### src/rtl/vga_rx_monitor.sv
// vga_rx_monitor
//   Receiver for the TinyVGA PMOD bus. It recovers sync timing, pixel
//   coordinates and 6-bit colour from the packed 8-bit bus. It checks line and
//   frame lengths against the parameters, flags non-black colour during blanking
//   once locked, and produces a per-frame pixel signature.
//
//   Lock FSM states:
//     state       | meaning
//     UNLOCKED    | no frame reference yet, or a timing mismatch dropped lock
//     TRACKING    | counting consecutive clean frames toward LOCK_FRAMES
//     LOCKED      | timing matched for LOCK_FRAMES consecutive frames
//
// Ports:
//   clk        in   pixel clock (same domain as the generator)
//   rst_n      in   asynchronous active-low reset
//   vga_in     in   {hsync, B[0], G[0], R[0], vsync, B[1], G[1], R[1]}, syncs active-low
//   pix_valid  out  active pixel present on pix_x/pix_y/pix_rgb
//   pix_x      out  column of the active pixel
//   pix_y      out  row of the active pixel
//   pix_rgb    out  {R[1:0], G[1:0], B[1:0]}
//   frame_done out  one-cycle pulse at each vsync falling edge
//   frame_sig  out  signature of the last completed frame
//   locked     out  timing lock indication
//   blank_err  out  sticky: colour outside the active window while locked
//   err_count  out  saturating count of line/frame length mismatches
module vga_rx_monitor #(
  parameter int H_TOTAL     = 800,
  parameter int H_START     = 144,
  parameter int H_ACTIVE    = 640,
  parameter int V_TOTAL     = 525,
  parameter int V_START     = 34,
  parameter int V_ACTIVE    = 480,
  parameter int LOCK_FRAMES = 2
) (
  input  logic        clk,
  input  logic        rst_n,
  input  logic [7:0]  vga_in,
  output logic        pix_valid,
  output logic [9:0]  pix_x,
  output logic [9:0]  pix_y,
  output logic [5:0]  pix_rgb,
  output logic        frame_done,
  output logic [15:0] frame_sig,
  output logic        locked,
  output logic        blank_err,
  output logic [7:0]  err_count
);

  localparam logic [1:0] ST_UNLOCKED = 2'd0;
  localparam logic [1:0] ST_TRACKING = 2'd1;
  localparam logic [1:0] ST_LOCKED   = 2'd2;

  localparam logic [10:0] H_TOT  = 11'(H_TOTAL);
  localparam logic [10:0] V_TOT  = 11'(V_TOTAL);
  localparam logic [9:0]  H_LO   = 10'(H_START);
  localparam logic [9:0]  H_HI   = 10'(H_START + H_ACTIVE);
  localparam logic [9:0]  V_LO   = 10'(V_START);
  localparam logic [9:0]  V_HI   = 10'(V_START + V_ACTIVE);
  localparam logic [3:0]  LOCK_N = 4'(LOCK_FRAMES);

  logic [7:0]  r1;
  logic        hs_d, vs_d;
  logic        hs_fall, vs_fall;
  logic [9:0]  hc, vc;
  logic [9:0]  hc_inc, vc_inc, hc_cur, vc_cur;
  logic        vs_pend, vc_rst;
  logic        line_chk_en, frame_chk_en, frame_bad;
  logic        line_mm, frame_mm, mismatch;
  logic        active;
  logic [5:0]  rgb;
  logic [15:0] sig_acc, sig_next;
  logic [8:0]  err_sum;
  logic [7:0]  err_next;
  logic [1:0]  state;
  logic [3:0]  clean_cnt;

  // r1 holds the current sample; only the sync bits are needed one stage later.
  assign hs_fall = hs_d & ~r1[7];
  assign vs_fall = vs_d & ~r1[3];
  assign rgb     = {r1[0], r1[4], r1[1], r1[5], r1[2], r1[6]};
  assign locked  = (state == ST_LOCKED);

  // hc_cur/vc_cur are the coordinates of the sample now in r1; the registered
  // hc/vc trail by one, so hc+1 at an hs_fall is the length of the line just ended.
  always_comb begin
    hc_inc = (hc == 10'd1023) ? hc : hc + 10'd1;
    vc_inc = (vc == 10'd1023) ? vc : vc + 10'd1;
    vc_rst = hs_fall & vs_pend;
    hc_cur = hs_fall ? 10'd0 : hc_inc;
    vc_cur = vc;
    if (hs_fall) vc_cur = vs_pend ? 10'd0 : vc_inc;
    active = (hc_cur >= H_LO) && (hc_cur < H_HI) && (vc_cur >= V_LO) && (vc_cur < V_HI);
    line_mm  = hs_fall & line_chk_en & (({1'b0, hc} + 11'd1) != H_TOT);
    frame_mm = vc_rst & frame_chk_en & (({1'b0, vc} + 11'd1) != V_TOT);
    mismatch = line_mm | frame_mm;
    sig_next = sig_acc;
    if (active) sig_next = {sig_acc[14:0], sig_acc[15] ^ sig_acc[13]} ^ {10'b0, rgb};
    err_sum  = {1'b0, err_count} + {8'b0, line_mm} + {8'b0, frame_mm};
    err_next = err_sum[8] ? 8'hff : err_sum[7:0];
  end

  always_ff @(posedge clk or negedge rst_n) begin
    if (!rst_n) begin
      r1           <= 8'h00;
      hs_d         <= 1'b0;
      vs_d         <= 1'b0;
      hc           <= 10'd0;
      vc           <= 10'd0;
      vs_pend      <= 1'b0;
      line_chk_en  <= 1'b0;
      frame_chk_en <= 1'b0;
      frame_bad    <= 1'b0;
      pix_valid    <= 1'b0;
      pix_x        <= 10'd0;
      pix_y        <= 10'd0;
      pix_rgb      <= 6'd0;
      sig_acc      <= 16'd0;
      frame_sig    <= 16'd0;
      frame_done   <= 1'b0;
      err_count    <= 8'd0;
      blank_err    <= 1'b0;
      state        <= ST_UNLOCKED;
      clean_cnt    <= 4'd0;
    end else begin
      r1   <= vga_in;
      hs_d <= r1[7];
      vs_d <= r1[3];
      hc   <= hc_cur;
      vc   <= vc_cur;

      // A vsync fall coinciding with the consuming hs_fall re-arms for the next one.
      if (vc_rst)  vs_pend <= 1'b0;
      if (vs_fall) vs_pend <= 1'b1;

      // The first line and first frame after reset are partial, so they arm the checks.
      if (hs_fall) line_chk_en  <= 1'b1;
      if (vc_rst)  frame_chk_en <= 1'b1;

      pix_valid <= active;
      if (active) begin
        pix_x   <= hc_cur - H_LO;
        pix_y   <= vc_cur - V_LO;
        pix_rgb <= rgb;
      end

      frame_done <= vs_fall;
      if (vs_fall) begin
        frame_sig <= sig_next;
        sig_acc   <= 16'd0;
      end else begin
        sig_acc   <= sig_next;
      end

      err_count <= err_next;

      if (locked && !active && (rgb != 6'd0)) blank_err <= 1'b1;

      if (vs_fall)       frame_bad <= 1'b0;
      else if (mismatch) frame_bad <= 1'b1;

      case (state)
        ST_UNLOCKED: begin
          clean_cnt <= 4'd0;
          if (vs_fall) state <= ST_TRACKING;
        end
        ST_TRACKING: begin
          if (mismatch) begin
            clean_cnt <= 4'd0;
          end else if (vs_fall && !frame_bad) begin
            if (clean_cnt + 4'd1 >= LOCK_N) begin
              state     <= ST_LOCKED;
              clean_cnt <= 4'd0;
            end else begin
              clean_cnt <= clean_cnt + 4'd1;
            end
          end
        end
        ST_LOCKED: begin
          if (mismatch) begin
            state     <= ST_UNLOCKED;
            clean_cnt <= 4'd0;
          end
        end
        default: begin
          state     <= ST_UNLOCKED;
          clean_cnt <= 4'd0;
        end
      endcase
    end
  end

endmodule

### config.mk
export PLATFORM = sky130hd
export DESIGN_NAME = vga_rx_monitor
export DESIGN_NICKNAME = d
export VERILOG_FILES = /design/src/rtl/vga_rx_monitor.sv
export SDC_FILE = /design/constraint.sdc
export NUM_CORES = 1
export LEC_CHECK = 0
export CORE_MARGIN = 2
export CORE_UTILIZATION = 45
export DETAILED_ROUTE_END_ITERATION = 10
export PLACE_DENSITY = 0.67
export SYNTH_ARGS = -nofsm -noshare
export SYNTH_HDL_FRONTEND = slang
export SYNTH_SLANG_ARGS = --single-unit
### constraint.sdc
create_clock -name clk -period 8.08 [get_ports clk]
set_input_delay 0.808 -clock clk [delete_from_list [all_inputs] [get_ports clk]]
set_output_delay 0.808 -clock clk [all_outputs]
set_load 0.005 [all_outputs]
==> load_flow_metrics.sql <==
INSERT INTO impl_metrics (metric_group, metric, value, unit) VALUES
('synthesis', 'synth_nets', '550', ''),
('pwr', 'power.internal', '938', 'µW'),
('floorplanning', 'start_util', '46.6', '%'),
('hold_path', 'worstHoldPathType', 'in -> async', ''),
('route', 'detailedRoute.firstIterationViolations', '279', ''),
('floorplanning', 'core_area', '0.0116', 'mm²'),
('synthesis', 'netlist_instances', '529', ''),
('timing', 'rsz0062_at_grt', 'false', ''),
('synthesis', 'synthFlopType', 'sky130_fd_sc_hd__dfrtp_1', ''),
('synthesis', 'yosys.area_share.adder', '2.69', '%'),
('clocking', 'ctsRootBufferMaster', 'sky130_fd_sc_hd__clkbuf_16', ''),
('clocking', 'clock_tree.buffer_depth', '2', ''),
('synthesis', 'count_of_flip_flops_with_a_built_in_enable_after_synthesis', '0', ''),
('clocking', 'cts_tree', 'built', ''),
('timing', 'post-route-period-util', '49.1', '%'),
('grt', 'grt_max_degree', '83', ''),
('grt', 'vias_in_the_first_global_route', '4039', ''),
('synthesis', 'avgSynthCellArea', '10.2', 'µm²'),
('route', 'residual_drc_count', '0', ''),
('worst_setup_path', 'critical_path.endpoint_type', 'flop', ''),
('place', 'routability_cong', '0.901', ''),
('grt', 'grt_use_total', '19.4', '%'),
('grt', 'global_route_wire_length_before_repair', '20200', 'µm'),
('clocking', 'cts_max_level', '3', ''),
('timing', 'setup-tns-final', '0', 'ns'),
('place', 'dp_hpwl', '8300', 'µm'),
('pwr', 'power.ir.vdd_worst', '0.000101', 'V'),
('synthesis', 'synth.yosys.seq_area_share', '50.6', '%'),
('clocking', 'post_cts.repair.setup_buffers', '0', ''),
('pwr', 'power.share.switching', '26.6', '%'),
('route', 'drt.antenna.violating_nets', '0', ''),
('worst_setup_path', 'critical_path.max_fanout', '26', ''),
('cells_and_area', 'design.final.nets', '597', ''),
('floorplanning', 'io_pins', '64', ''),
('cells_and_area', 'antenna_cells', '0', ''),
('pwr', 'power-per-cell-area', '201', 'mW/mm²'),
('pwr', 'pwr-share-comb', '14.8', '%'),
('place', 'port_buffers', '63', ''),
('timing', 'setup-violations-final', '0', ''),
('synthesis', 'yosysUniqueCellTypes', '75', ''),
('synthesis', 'async_reset_ff_share', '100', '%'),
('floorplanning', 'die_w', '113', 'µm'),
('job', 'cap_viol_max_count', '0', ''),
('route', 'wirelength', '11900', 'µm'),
('synthesis', 'post_synth_mux_area_share', '3.95', '%'),
('clocking', 'clock-sinks', '109', ''),
('timing', 'clock-skew-final', '0.00714', 'ns'),
('worst_setup_path', 'crit_arrival', '4.23', 'ns'),
('synthesis', 'synthDominantCellAreaShare', '50.6', '%'),
('route', 'routed_via_density', '5.72', ''),
('status', 'outcome', 'finished, final reports clean', ''),
('pwr', 'clock_power_share', '35.5', '%'),
('clocking', 'postCtsResizedCells', '0', ''),
('timing', 'worst-slew-pin-transition', '1.11', 'ns'),
('floorplanning', 'die_h', '113', 'µm'),
('cells_and_area', 'post_route_utilization', '55.1', '%'),
('cells_and_area', 'drive_above_1_share', '9.64', '%'),
('route', 'route.detailed.wl_per_inst', '16.4', 'µm'),
('timing', 'hold_ws', '0.376', 'ns'),
('synthesis', 'synth_top_area_cell', 'sky130_fd_sc_hd__dfrtp_1', ''),
('clocking', 'cts_made_buffers', '9', ''),
('synthesis', 'synth.yosys.warnings', '0', ''),
('cells_and_area', 'flow.area_growth_from_synthesis', '18.2', '%'),
('synthesis', 'combinational_family_with_the_most_area_after_synthesis', 'compound AO/OA/AOI/OAI gates', ''),
('timing', 'fmax', '252', 'MHz'),
('timing', 'finalCriticalPeriod', '3.97', 'ns'),
('cells_and_area', 'instances_no_fill', '724', ''),
('synthesis', 'synth-seq-cells', '109', ''),
('floorplanning', 'die_area', '0.0129', 'mm²'),
('clocking', 'post_cts_hold_fix_bufs', '0', ''),
('synthesis', 'synth_area', '0.00539', 'mm²');
metrics by stage:
stage / total power, µW / setup WS (ns) / area (µm²)
CTS: 1290 / 4.17 / 6370
global route: 1350 / 3.76 / 6370
floorplan: 742 / 5.05 / 5390
global placement: 832 / 4.33 / 6060
detailed placement: 836 / 4.21 / 6060
finish: 1280 / 4.11 / 6370
logic make-up after synthesis:
logic type,after synthesis
AO/OA/AOI/OAI,150
AND/OR/NAND/NOR,172
buffers and inverters,48
flip-flops,109
adder cells (fa/ha/maj),11
XOR/XNOR,21
multiplexers,18
worst paths after layout:
check	from	to	slack, ns	cells past startpoint
setup reg to reg	vc[1]	frame_sig[11]	4.11	11
setup / recovery	vc[1]	frame_sig[11]	4.11	11
hold / removal	rst_n	hc[5]	0.38	1
min in group clk	r1[3]	vs_d	0.38	0
hold reg to reg	r1[3]	vs_d	0.38	0
max in group asynchronous	rst_n	vc[1]	6.38	2
power by group through the flow:
stage	sequential, µW	combinational, µW	clock [µW]
after global placement	643	190	0
after global routing	642	215	489
after floorplan	632	110	0
after CTS	634	192	467
final	635	189	454
after detailed placement	645	191	0
registers in the layout, summed over array words and instances (netlist names), 2 cells and up:
register	cells
frame_sig	16
sig_acc	16
hc	10
pix_x	10
pix_y	10
vc	10
err_count	8
r1	8
pix_rgb	6
clean_cnt	4
state	2
worst max-delay path, cell delays in order, from the launching register on:
cell,delay (ns)
sky130_fd_sc_hd__dfrtp_1,0.51
sky130_fd_sc_hd__ha_1,0.33
sky130_fd_sc_hd__and3_1,0.38
sky130_fd_sc_hd__nand3_1,0.25
sky130_fd_sc_hd__o211ai_1,0.43
sky130_fd_sc_hd__inv_1,0.15
sky130_fd_sc_hd__ha_1,0.21
sky130_fd_sc_hd__o211ai_1,0.10
sky130_fd_sc_hd__o211ai_2,0.13
sky130_fd_sc_hd__a32oi_2,0.88
sky130_fd_sc_hd__o21ai_0,0.30
sky130_fd_sc_hd__a31oi_1,0.22
layer usage:
| layer | share of wire (%) | vias up | track usage, % |
|---|---|---|---|
| li1 | - | 1998 | - |
| met1 | 48 | 2038 | 28.2 |
| met2 | 47 | 97 | 29.8 |
| met3 | 4.0 | 10 | 3.67 |
| met4 | 1.5 | 0 | 6.02 |
| met5 | 0 | - | 0 |
synthesized netlist by cell type (2+ instances only):
master                        n
sky130_fd_sc_hd__dfrtp_1    109
sky130_fd_sc_hd__o21ai_0     46
sky130_fd_sc_hd__nand2_1     40
sky130_fd_sc_hd__a21oi_1     37
sky130_fd_sc_hd__nor2_1      34
sky130_fd_sc_hd__nand3_1     29
sky130_fd_sc_hd__a31oi_1     21
sky130_fd_sc_hd__clkbuf_1    18
sky130_fd_sc_hd__inv_1       15
sky130_fd_sc_hd__mux2_2      14
sky130_fd_sc_hd__xnor2_1     13
sky130_fd_sc_hd__nand2b_1    11
sky130_fd_sc_hd__ha_1        10
sky130_fd_sc_hd__xor2_1       8
sky130_fd_sc_hd__a211oi_1     7
sky130_fd_sc_hd__and3_1       7
sky130_fd_sc_hd__and2_1       6
sky130_fd_sc_hd__nand4_1      6
sky130_fd_sc_hd__nor3_1       6
sky130_fd_sc_hd__buf_2        5
sky130_fd_sc_hd__nor2b_1      5
sky130_fd_sc_hd__nor4_1       4
sky130_fd_sc_hd__o211ai_1     4
sky130_fd_sc_hd__o21ai_1      4
sky130_fd_sc_hd__a21o_1       3
sky130_fd_sc_hd__and4_1       3
sky130_fd_sc_hd__inv_2        3
sky130_fd_sc_hd__mux2_4       3
sky130_fd_sc_hd__nand3b_1     3
sky130_fd_sc_hd__nor3b_1      3
sky130_fd_sc_hd__a21boi_0     2
sky130_fd_sc_hd__a41o_1       2
sky130_fd_sc_hd__and3b_1      2
sky130_fd_sc_hd__buf_6        2
sky130_fd_sc_hd__o2111ai_1    2
sky130_fd_sc_hd__o22ai_1      2
sky130_fd_sc_hd__o31a_1       2
layout by cell type (no fill, tap or decap), types with 3 or more instances in the layout:
cell type | Yosys | final
sky130_fd_sc_hd__a211oi_1 | 7 | 7
sky130_fd_sc_hd__o211ai_1 | 4 | 4
sky130_fd_sc_hd__nor2_1 | 34 | 34
sky130_fd_sc_hd__inv_2 | 3 | 3
sky130_fd_sc_hd__nand3_1 | 29 | 29
sky130_fd_sc_hd__a21o_1 | 3 | 3
sky130_fd_sc_hd__clkbuf_16 | 0 | 9
sky130_fd_sc_hd__nand4_1 | 6 | 6
sky130_fd_sc_hd__xnor2_1 | 13 | 13
sky130_fd_sc_hd__o21ai_1 | 4 | 4
sky130_fd_sc_hd__nor3b_1 | 3 | 3
sky130_fd_sc_hd__o21ai_0 | 46 | 46
sky130_fd_sc_hd__nor4_1 | 4 | 4
sky130_fd_sc_hd__a21oi_1 | 37 | 37
sky130_fd_sc_hd__a31oi_1 | 21 | 21
sky130_fd_sc_hd__mux2_4 | 3 | 3
sky130_fd_sc_hd__and4_1 | 3 | 3
sky130_fd_sc_hd__nand2_1 | 40 | 40
sky130_fd_sc_hd__dfrtp_1 | 109 | 109
sky130_fd_sc_hd__ha_1 | 10 | 10
sky130_fd_sc_hd__nor3_1 | 6 | 6
sky130_fd_sc_hd__inv_1 | 15 | 15
sky130_fd_sc_hd__nand3b_1 | 3 | 3
sky130_fd_sc_hd__and3_1 | 7 | 7
sky130_fd_sc_hd__xor2_1 | 8 | 8
sky130_fd_sc_hd__and2_1 | 6 | 6
sky130_fd_sc_hd__clkdlybuf4s50_1 | 0 | 62
sky130_fd_sc_hd__nand2b_1 | 11 | 11
sky130_fd_sc_hd__mux2_2 | 14 | 14
sky130_fd_sc_hd__nor2b_1 | 5 | 5
sky130_fd_sc_hd__buf_4 | 1 | 3
area by class of cell:
class | count | area [µm²]
Clock inverter | 5 | 66.3
Tap cell | 143 | 179
Inverter | 19 | 76.3
Timing Repair Buffer | 65 | 643
Clock buffer | 11 | 243
Sequential cell | 109 | 2730
Multi-Input combinational cell | 372 | 2430
Fill cell | 1028 | 5190
Note: power is estimated with default switching activity, not from simulation.
